<file path="config.mk">
export PLATFORM = sky130hd
export DESIGN_NAME = ula_issue
export DESIGN_NICKNAME = d
export VERILOG_FILES = /design/src/rtl/ula_issue.sv
export SDC_FILE = /design/constraint.sdc
export NUM_CORES = 1
export LEC_CHECK = 0
export CORE_MARGIN = 10
export CORE_UTILIZATION = 50
export CTS_BUF_LIST = sky130_fd_sc_hd__clkbuf_16
export CTS_CLUSTER_SIZE = 40
export DETAILED_ROUTE_END_ITERATION = 10
export PLACE_DENSITY = 0.88
export SETUP_SLACK_MARGIN = 0.5
export SLEW_MARGIN = 30
export SYNTH_ARGS = -nofsm -noshare
export SYNTH_HDL_FRONTEND = slang
export SYNTH_SLANG_ARGS = --single-unit
</file>
<file path="constraint.sdc">
create_clock -name clock -period 16.2 [get_ports clock]
set_input_delay 4.86 -clock clock [delete_from_list [all_inputs] [get_ports clock]]
set_output_delay 4.86 -clock clock [all_outputs]
set_load 0.1 [all_outputs]
</file>
<file path="src/rtl/ula_issue.sv">
// Issue stage feeding the ULA: decodes the bundle, selects operand b, and holds
// results in a 2-entry skid buffer. Optional counters under ULA_ISSUE_PERF_EN.
module ula_issue #(
  parameter int BITS = 63
) (
  input  logic          clock,
  input  logic          reset,
  input  logic          flush,
  input  logic          in_valid,
  output logic          in_ready,
  input  logic [31:0]   instr,
  input  logic [BITS:0] rs1_val,
  input  logic [BITS:0] rs2_val,
  input  logic [BITS:0] imm,
  output logic          out_valid,
  input  logic          out_ready,
  output logic [BITS:0] out_a,
  output logic [BITS:0] out_b,
  output logic [3:0]    out_op,
  output logic          out_sign,
  output logic          out_inv,
  output logic          out_illegal
`ifdef ULA_ISSUE_PERF_EN
  ,
  output logic [31:0]   cnt_issued,
  output logic [31:0]   cnt_stall
`endif
);

  localparam logic [3:0] OP_SUB = 4'b0000, OP_ADD = 4'b0001, OP_EQU = 4'b0010,
                         OP_SLT = 4'b0011, OP_SLL = 4'b0100, OP_XOR = 4'b0101,
                         OP_OR  = 4'b0110, OP_AND = 4'b0111, OP_SRL = 4'b1000,
                         OP_SRA = 4'b1001, OP_NEQ = 4'b1011;

  localparam logic [6:0] OPC_OP = 7'b0110011, OPC_IMM = 7'b0010011,
                         OPC_BR = 7'b1100011, OPC_LD  = 7'b0000011,
                         OPC_ST = 7'b0100011;

  typedef struct packed {
    logic [BITS:0] a;
    logic [BITS:0] b;
    logic [3:0]    op;
    logic          sign;
    logic          inv;
    logic          illegal;
  } bundle_t;

  typedef enum logic [1:0] {EMPTY = 2'b00, ONE = 2'b01, FULL = 2'b10} state_t;

  state_t  state_r, state_next_s;
  bundle_t dec_s, main_r, skid_r;
  logic    accept_s, issue_s;
  logic    load_main_in_s, load_main_skid_s, load_skid_s;
  logic    unused_bits;

  assign unused_bits = ^{instr[31], instr[29:15], instr[11:7]};

  assign accept_s = in_valid & in_ready;
  assign issue_s  = out_valid & out_ready;

  // Combinational decode of the offered bundle into ULA controls.
  always_comb begin
    dec_s.a       = rs1_val;
    dec_s.b       = imm;
    dec_s.op      = OP_ADD;
    dec_s.sign    = 1'b1;
    dec_s.inv     = 1'b0;
    dec_s.illegal = 1'b0;
    case (instr[6:0])
      OPC_OP, OPC_IMM: begin
        if (instr[6:0] == OPC_OP) dec_s.b = rs2_val;
        else                      dec_s.b = imm;
        case (instr[14:12])
          3'b000: begin
            if ((instr[6:0] == OPC_OP) && instr[30]) dec_s.op = OP_SUB;
            else                                    dec_s.op = OP_ADD;
          end
          3'b001: dec_s.op = OP_SLL;
          3'b010: dec_s.op = OP_SLT;
          3'b011: begin dec_s.op = OP_SLT; dec_s.sign = 1'b0; end
          3'b100: dec_s.op = OP_XOR;
          3'b101: begin
            if (instr[30]) dec_s.op = OP_SRA;
            else           dec_s.op = OP_SRL;
          end
          3'b110: dec_s.op = OP_OR;
          3'b111: dec_s.op = OP_AND;
          default: dec_s.op = OP_ADD;
        endcase
      end
      OPC_BR: begin
        dec_s.b = rs2_val;
        case (instr[14:12])
          3'b000: dec_s.op = OP_EQU;
          3'b001: dec_s.op = OP_NEQ;
          3'b100: dec_s.op = OP_SLT;
          3'b101: begin dec_s.op = OP_SLT; dec_s.inv = 1'b1; end
          3'b110: begin dec_s.op = OP_SLT; dec_s.sign = 1'b0; end
          3'b111: begin dec_s.op = OP_SLT; dec_s.sign = 1'b0; dec_s.inv = 1'b1; end
          default: begin dec_s.op = OP_ADD; dec_s.illegal = 1'b1; end
        endcase
      end
      OPC_LD, OPC_ST: dec_s.op = OP_ADD;
      default: dec_s.illegal = 1'b1;
    endcase
  end

  // Skid FSM next state and register load strobes; flush wins over everything.
  always_comb begin
    state_next_s     = state_r;
    load_main_in_s   = 1'b0;
    load_main_skid_s = 1'b0;
    load_skid_s      = 1'b0;
    if (flush) begin
      state_next_s = EMPTY;
    end else begin
      case (state_r)
        EMPTY: begin
          if (accept_s) begin
            state_next_s   = ONE;
            load_main_in_s = 1'b1;
          end else begin
            state_next_s = EMPTY;
          end
        end
        ONE: begin
          if (accept_s && !issue_s) begin
            state_next_s = FULL;
            load_skid_s  = 1'b1;
          end else if (accept_s && issue_s) begin
            state_next_s   = ONE;
            load_main_in_s = 1'b1;
          end else if (issue_s) begin
            state_next_s = EMPTY;
          end else begin
            state_next_s = ONE;
          end
        end
        FULL: begin
          if (issue_s) begin
            state_next_s     = ONE;
            load_main_skid_s = 1'b1;
          end else begin
            state_next_s = FULL;
          end
        end
        default: state_next_s = EMPTY;
      endcase
    end
  end

  // State register with handshake outputs registered from the next state.
  always_ff @(posedge clock or posedge reset) begin
    if (reset) begin
      state_r   <= EMPTY;
      out_valid <= 1'b0;
      in_ready  <= 1'b1;
    end else begin
      state_r   <= state_next_s;
      out_valid <= (state_next_s != EMPTY);
      in_ready  <= (state_next_s != FULL);
    end
  end

  // Main (presented) and skid data registers.
  always_ff @(posedge clock or posedge reset) begin
    if (reset) begin
      main_r <= '0;
      skid_r <= '0;
    end else begin
      if (load_main_in_s)        main_r <= dec_s;
      else if (load_main_skid_s) main_r <= skid_r;
      else                       main_r <= main_r;
      if (load_skid_s) skid_r <= dec_s;
      else             skid_r <= skid_r;
    end
  end

  assign out_a       = main_r.a;
  assign out_b       = main_r.b;
  assign out_op      = main_r.op;
  assign out_sign    = main_r.sign;
  assign out_inv     = main_r.inv;
  assign out_illegal = main_r.illegal;

`ifdef ULA_ISSUE_PERF_EN
  // Issue and stall counters survive flush; a flushed issue is not counted.
  always_ff @(posedge clock or posedge reset) begin
    if (reset) begin
      cnt_issued <= 32'd0;
      cnt_stall  <= 32'd0;
    end else begin
      if (issue_s && !flush) cnt_issued <= cnt_issued + 32'd1;
      else                   cnt_issued <= cnt_issued;
      if (out_valid && !out_ready) cnt_stall <= cnt_stall + 32'd1;
      else                         cnt_stall <= cnt_stall;
    end
  end
`endif

endmodule

</file>
==> impl_metrics.tcl <==
set metrics [dict create \
    status "complete, no violations" \
    swShare_pct 46.3 \
    clkSinkCount 274 \
    coreArea_um2 23300 \
    grt_pass1_vias 10500 \
    first_iter_violations 806 \
    p_seq_share_pct 34.6 \
    die_h_um 173 \
    antenna_found_initial 0 \
    p_int_uw 1630 \
    fin_tns_setup_ps 0 \
    synth_cells 1142 \
    power_density_nw_per_um2 187 \
    cp-end-kind "register" \
    dpl.hpwl_um 25000 \
    ys_ff_latch 274 \
    pin_count 366 \
    cap_violations 0 \
    cts_tree "built" \
    diodes 0 \
    synth_nets 1373 \
    avgSynthCellArea_um2 10.3 \
    hold_buffers 0 \
    final_cell_mix "clkdlybuf4s50_1 (328), nand2_1 (319), dfrtp_1 (273), o22a_1 (130), o21ai_0 (77)" \
    viasPerCell 5.69 \
    grt_max_degree 118 \
    worstPathArrival_ps 7930 \
    gp_congestion 0.781 \
    cts_inserted_buffers 28 \
    syn-cell-area_um2 11800 \
    port_buffers 344 \
    h-tree-depth 1 \
    drive_gt1_share_pct 6.85 \
    rsz0062_at_grt "no" \
    nets 1670 \
    n_fill_cell 1653 \
    fmaxAchievable_mhz 133 \
    drt-total-wl_um 37600 \
    max_slew_margin_pct 30.0 \
    worst_pin_slew_ps 1050 \
    power.switching_uw 1400 \
    p_total_uw 3030 \
    finalSetupViolations 0 \
    yosys_warnings 0 \
    slowest_stage "nor2_4" \
    cp_max_fo 71 \
    final_common_cell "clkdlybuf4s50_1" \
    irDropWorstVdd_mv 0.128 \
    cts_buffer_depth 3 \
    worstSkewPairLatency_ps 530 \
    seq_area_frac_synth_pct 58.3 \
    synth_cell_type_count 43 \
    required_ps 16620 \
    gr-usage-all-layers_pct 23.7 \
    critPathTopFamily "buffers and inverters" \
    vias 10100 \
    area_growth_pct 37.8 \
    drc 0 \
    die_area_um2 30000 \
    leakage_uw 0.00732 \
    power_frac_comb_pct 44.6 \
    hold_violations 0 \
    cts_setup_buffers 0 \
    crit_type "input pin to register" \
    r2r_setup_slack_ps 13090 \
    startpoint_type "input pin" \
    start_util_pct 50.4 \
    slew_violations 0 \
    routedWlPerCell_um 21.2 \
    postRouteAntennaNets 0 \
    slowest_delay_ps 630 \
    grt_overflow 0 \
    clockRootBuffer "clkbuf_16" \
    min_path_type "register to register" \
    fin_crit_ps 7510 \
    fin_crit_sh_pct 46.4 \
    crit_chain "clkdlybuf4s50_1 > and2_1 > ha_1 > and2_1 > o21ai_4 > buf_4 > nor2_4 > buf_4 > nand3_1 > a22o_1" \
    ctsResizeCount 0 \
    grt_pass1_wl_um 58300 \
    rows 56 \
    critPathBufInv 3 \
    clkPwrFrac_pct 20.8 \
    path_clk_slew_ps 60 \
    firstDrtPassIters 5 \
    fin_worst_skew_ps 7.09 \
    die_w_um 173 \
]
[layer usage]
metal / global-route usage, % / wire length [µm] / vias to the layer above
li1: - / - / 4609
met1: 27.8 / 14500 / 5032
met2: 40.1 / 18500 / 417
met3: 8.63 / 3660 / 66
met4: 6.72 / 1000 / 0
met5: 0 / 0 / -
[cells by family (layout without fill, tap and decap cells)]
logic type / Yosys count / count (layout) / share of synthesized area, %
AO/OA/AOI/OAI: 332 / 332 / 19.2
flip-flops: 274 / 274 / 58.3
buffers and inverters: 94 / 411 / 3.45
adder cells (fa/ha/maj): 2 / 2 / 0.213
multiplexers: 70 / 70 / 6.18
AND/OR/NAND/NOR: 368 / 368 / 12.5
XOR/XNOR: 2 / 2 / 0.149
[synthesized netlist by cell type (all sizes together)]
| master | instances | share of area, % |
|---|---|---|
| nor3b | 1 | 0.064 |
| nor4 | 1 | 0.053 |
| mux2i | 49 | 4.2 |
| nor3 | 2 | 0.085 |
| nor2 | 25 | 0.80 |
| nand4b | 1 | 0.13 |
| and3b | 2 | 0.15 |
| nor2b | 2 | 0.11 |
| o21ai | 88 | 3.8 |
| buf | 36 | 1.6 |
| a22o | 1 | 0.075 |
| nand3 | 4 | 0.28 |
| and2 | 3 | 0.16 |
| xor2 | 1 | 0.075 |
| nand3b | 1 | 0.064 |
| a221o | 1 | 0.085 |
| o22ai | 50 | 2.7 |
| o41ai | 2 | 0.15 |
| or2 | 1 | 0.053 |
| dfrtp | 273 | 58 |
| nand2b | 3 | 0.16 |
| and4bb | 1 | 0.11 |
| a21o | 4 | 0.26 |
| a211oi | 1 | 0.064 |
| clkbuf | 53 | 1.7 |
| a21oi | 51 | 2.2 |
| ha | 2 | 0.21 |
| inv | 5 | 0.16 |
| mux2 | 21 | 2.0 |
| dfstp | 1 | 0.22 |
| xnor2 | 1 | 0.075 |
| a2bb2oi | 1 | 0.075 |
| a211o | 1 | 0.075 |
| a31oi | 1 | 0.053 |
| and3 | 2 | 0.11 |
| o22a | 130 | 9.7 |
| nand2 | 319 | 10 |
| a22oi | 1 | 0.064 |
[stage by stage]
stage	hold WS (ps)	util, %	instances	worst slack (ps)	area [µm²]
floorplan	440	-	1142	3790	11800
global placement	454	65.8	1727	8100	15300
detailed placement	457	65.9	1728	8130	15400
CTS	472	69.7	1778	8670	16300
global route	491	69.4	1778	8500	16200
finish	468	69.4	1778	8690	16200
[flip-flops by register name, summed over array words and instances, names as in the netlist]
signal	flops
out_valid	1
in_ready	1
state_r	2
out_illegal	1
out_inv	1
out_op	4
skid_r	135
out_a	64
out_b	64
out_sign	1
[area by class of cell]
type                       count  area (µm²)  area share, %
tap                          319         399           2.46
inverter                       5        26.3          0.162
clock buffer                  29         726           4.48
sequential                   274        6860           42.3
timing repair buffer         356        3480           21.5
multi-input combinational    774        4550           28.1
clock inverter                21         168           1.03
[worst reg2reg max path, delay by kind of cell, from the launching register on]
| kind | cells | cell delay [ps] |
|---|---|---|
| AO/OA/AOI/OAI | 2 | 290 |
| AND/OR/NAND/NOR | 4 | 1140 |
| buffers and inverters | 2 | 890 |
| flip-flops | 1 | 540 |
| adder cells (fa/ha/maj) | 1 | 150 |
[final timing paths]
path	from	end	depth (start not counted)
setup / recovery	out_ready	out_op[0]	10
setup reg to reg	in_ready	out_op[0]	9
hold reg to reg	skid_r[38]	skid_r[38]	2
min in group asynchronous	reset	out_b[3]	2
hold / removal	skid_r[38]	skid_r[38]	2
max in group asynchronous	reset	skid_r[43]	3
[power groups by stage]
stage | logic [µW] | registers, µW | clock network [µW]
final | 1350 | 1050 | 631
after global routing | 1410 | 1070 | 667
after CTS | 1370 | 1050 | 639
after detailed placement | 1360 | 1050 | 0
after global placement | 1340 | 1030 | 0
after floorplan | 267 | 1760 | 0
(Power assumes the default switching activity.)
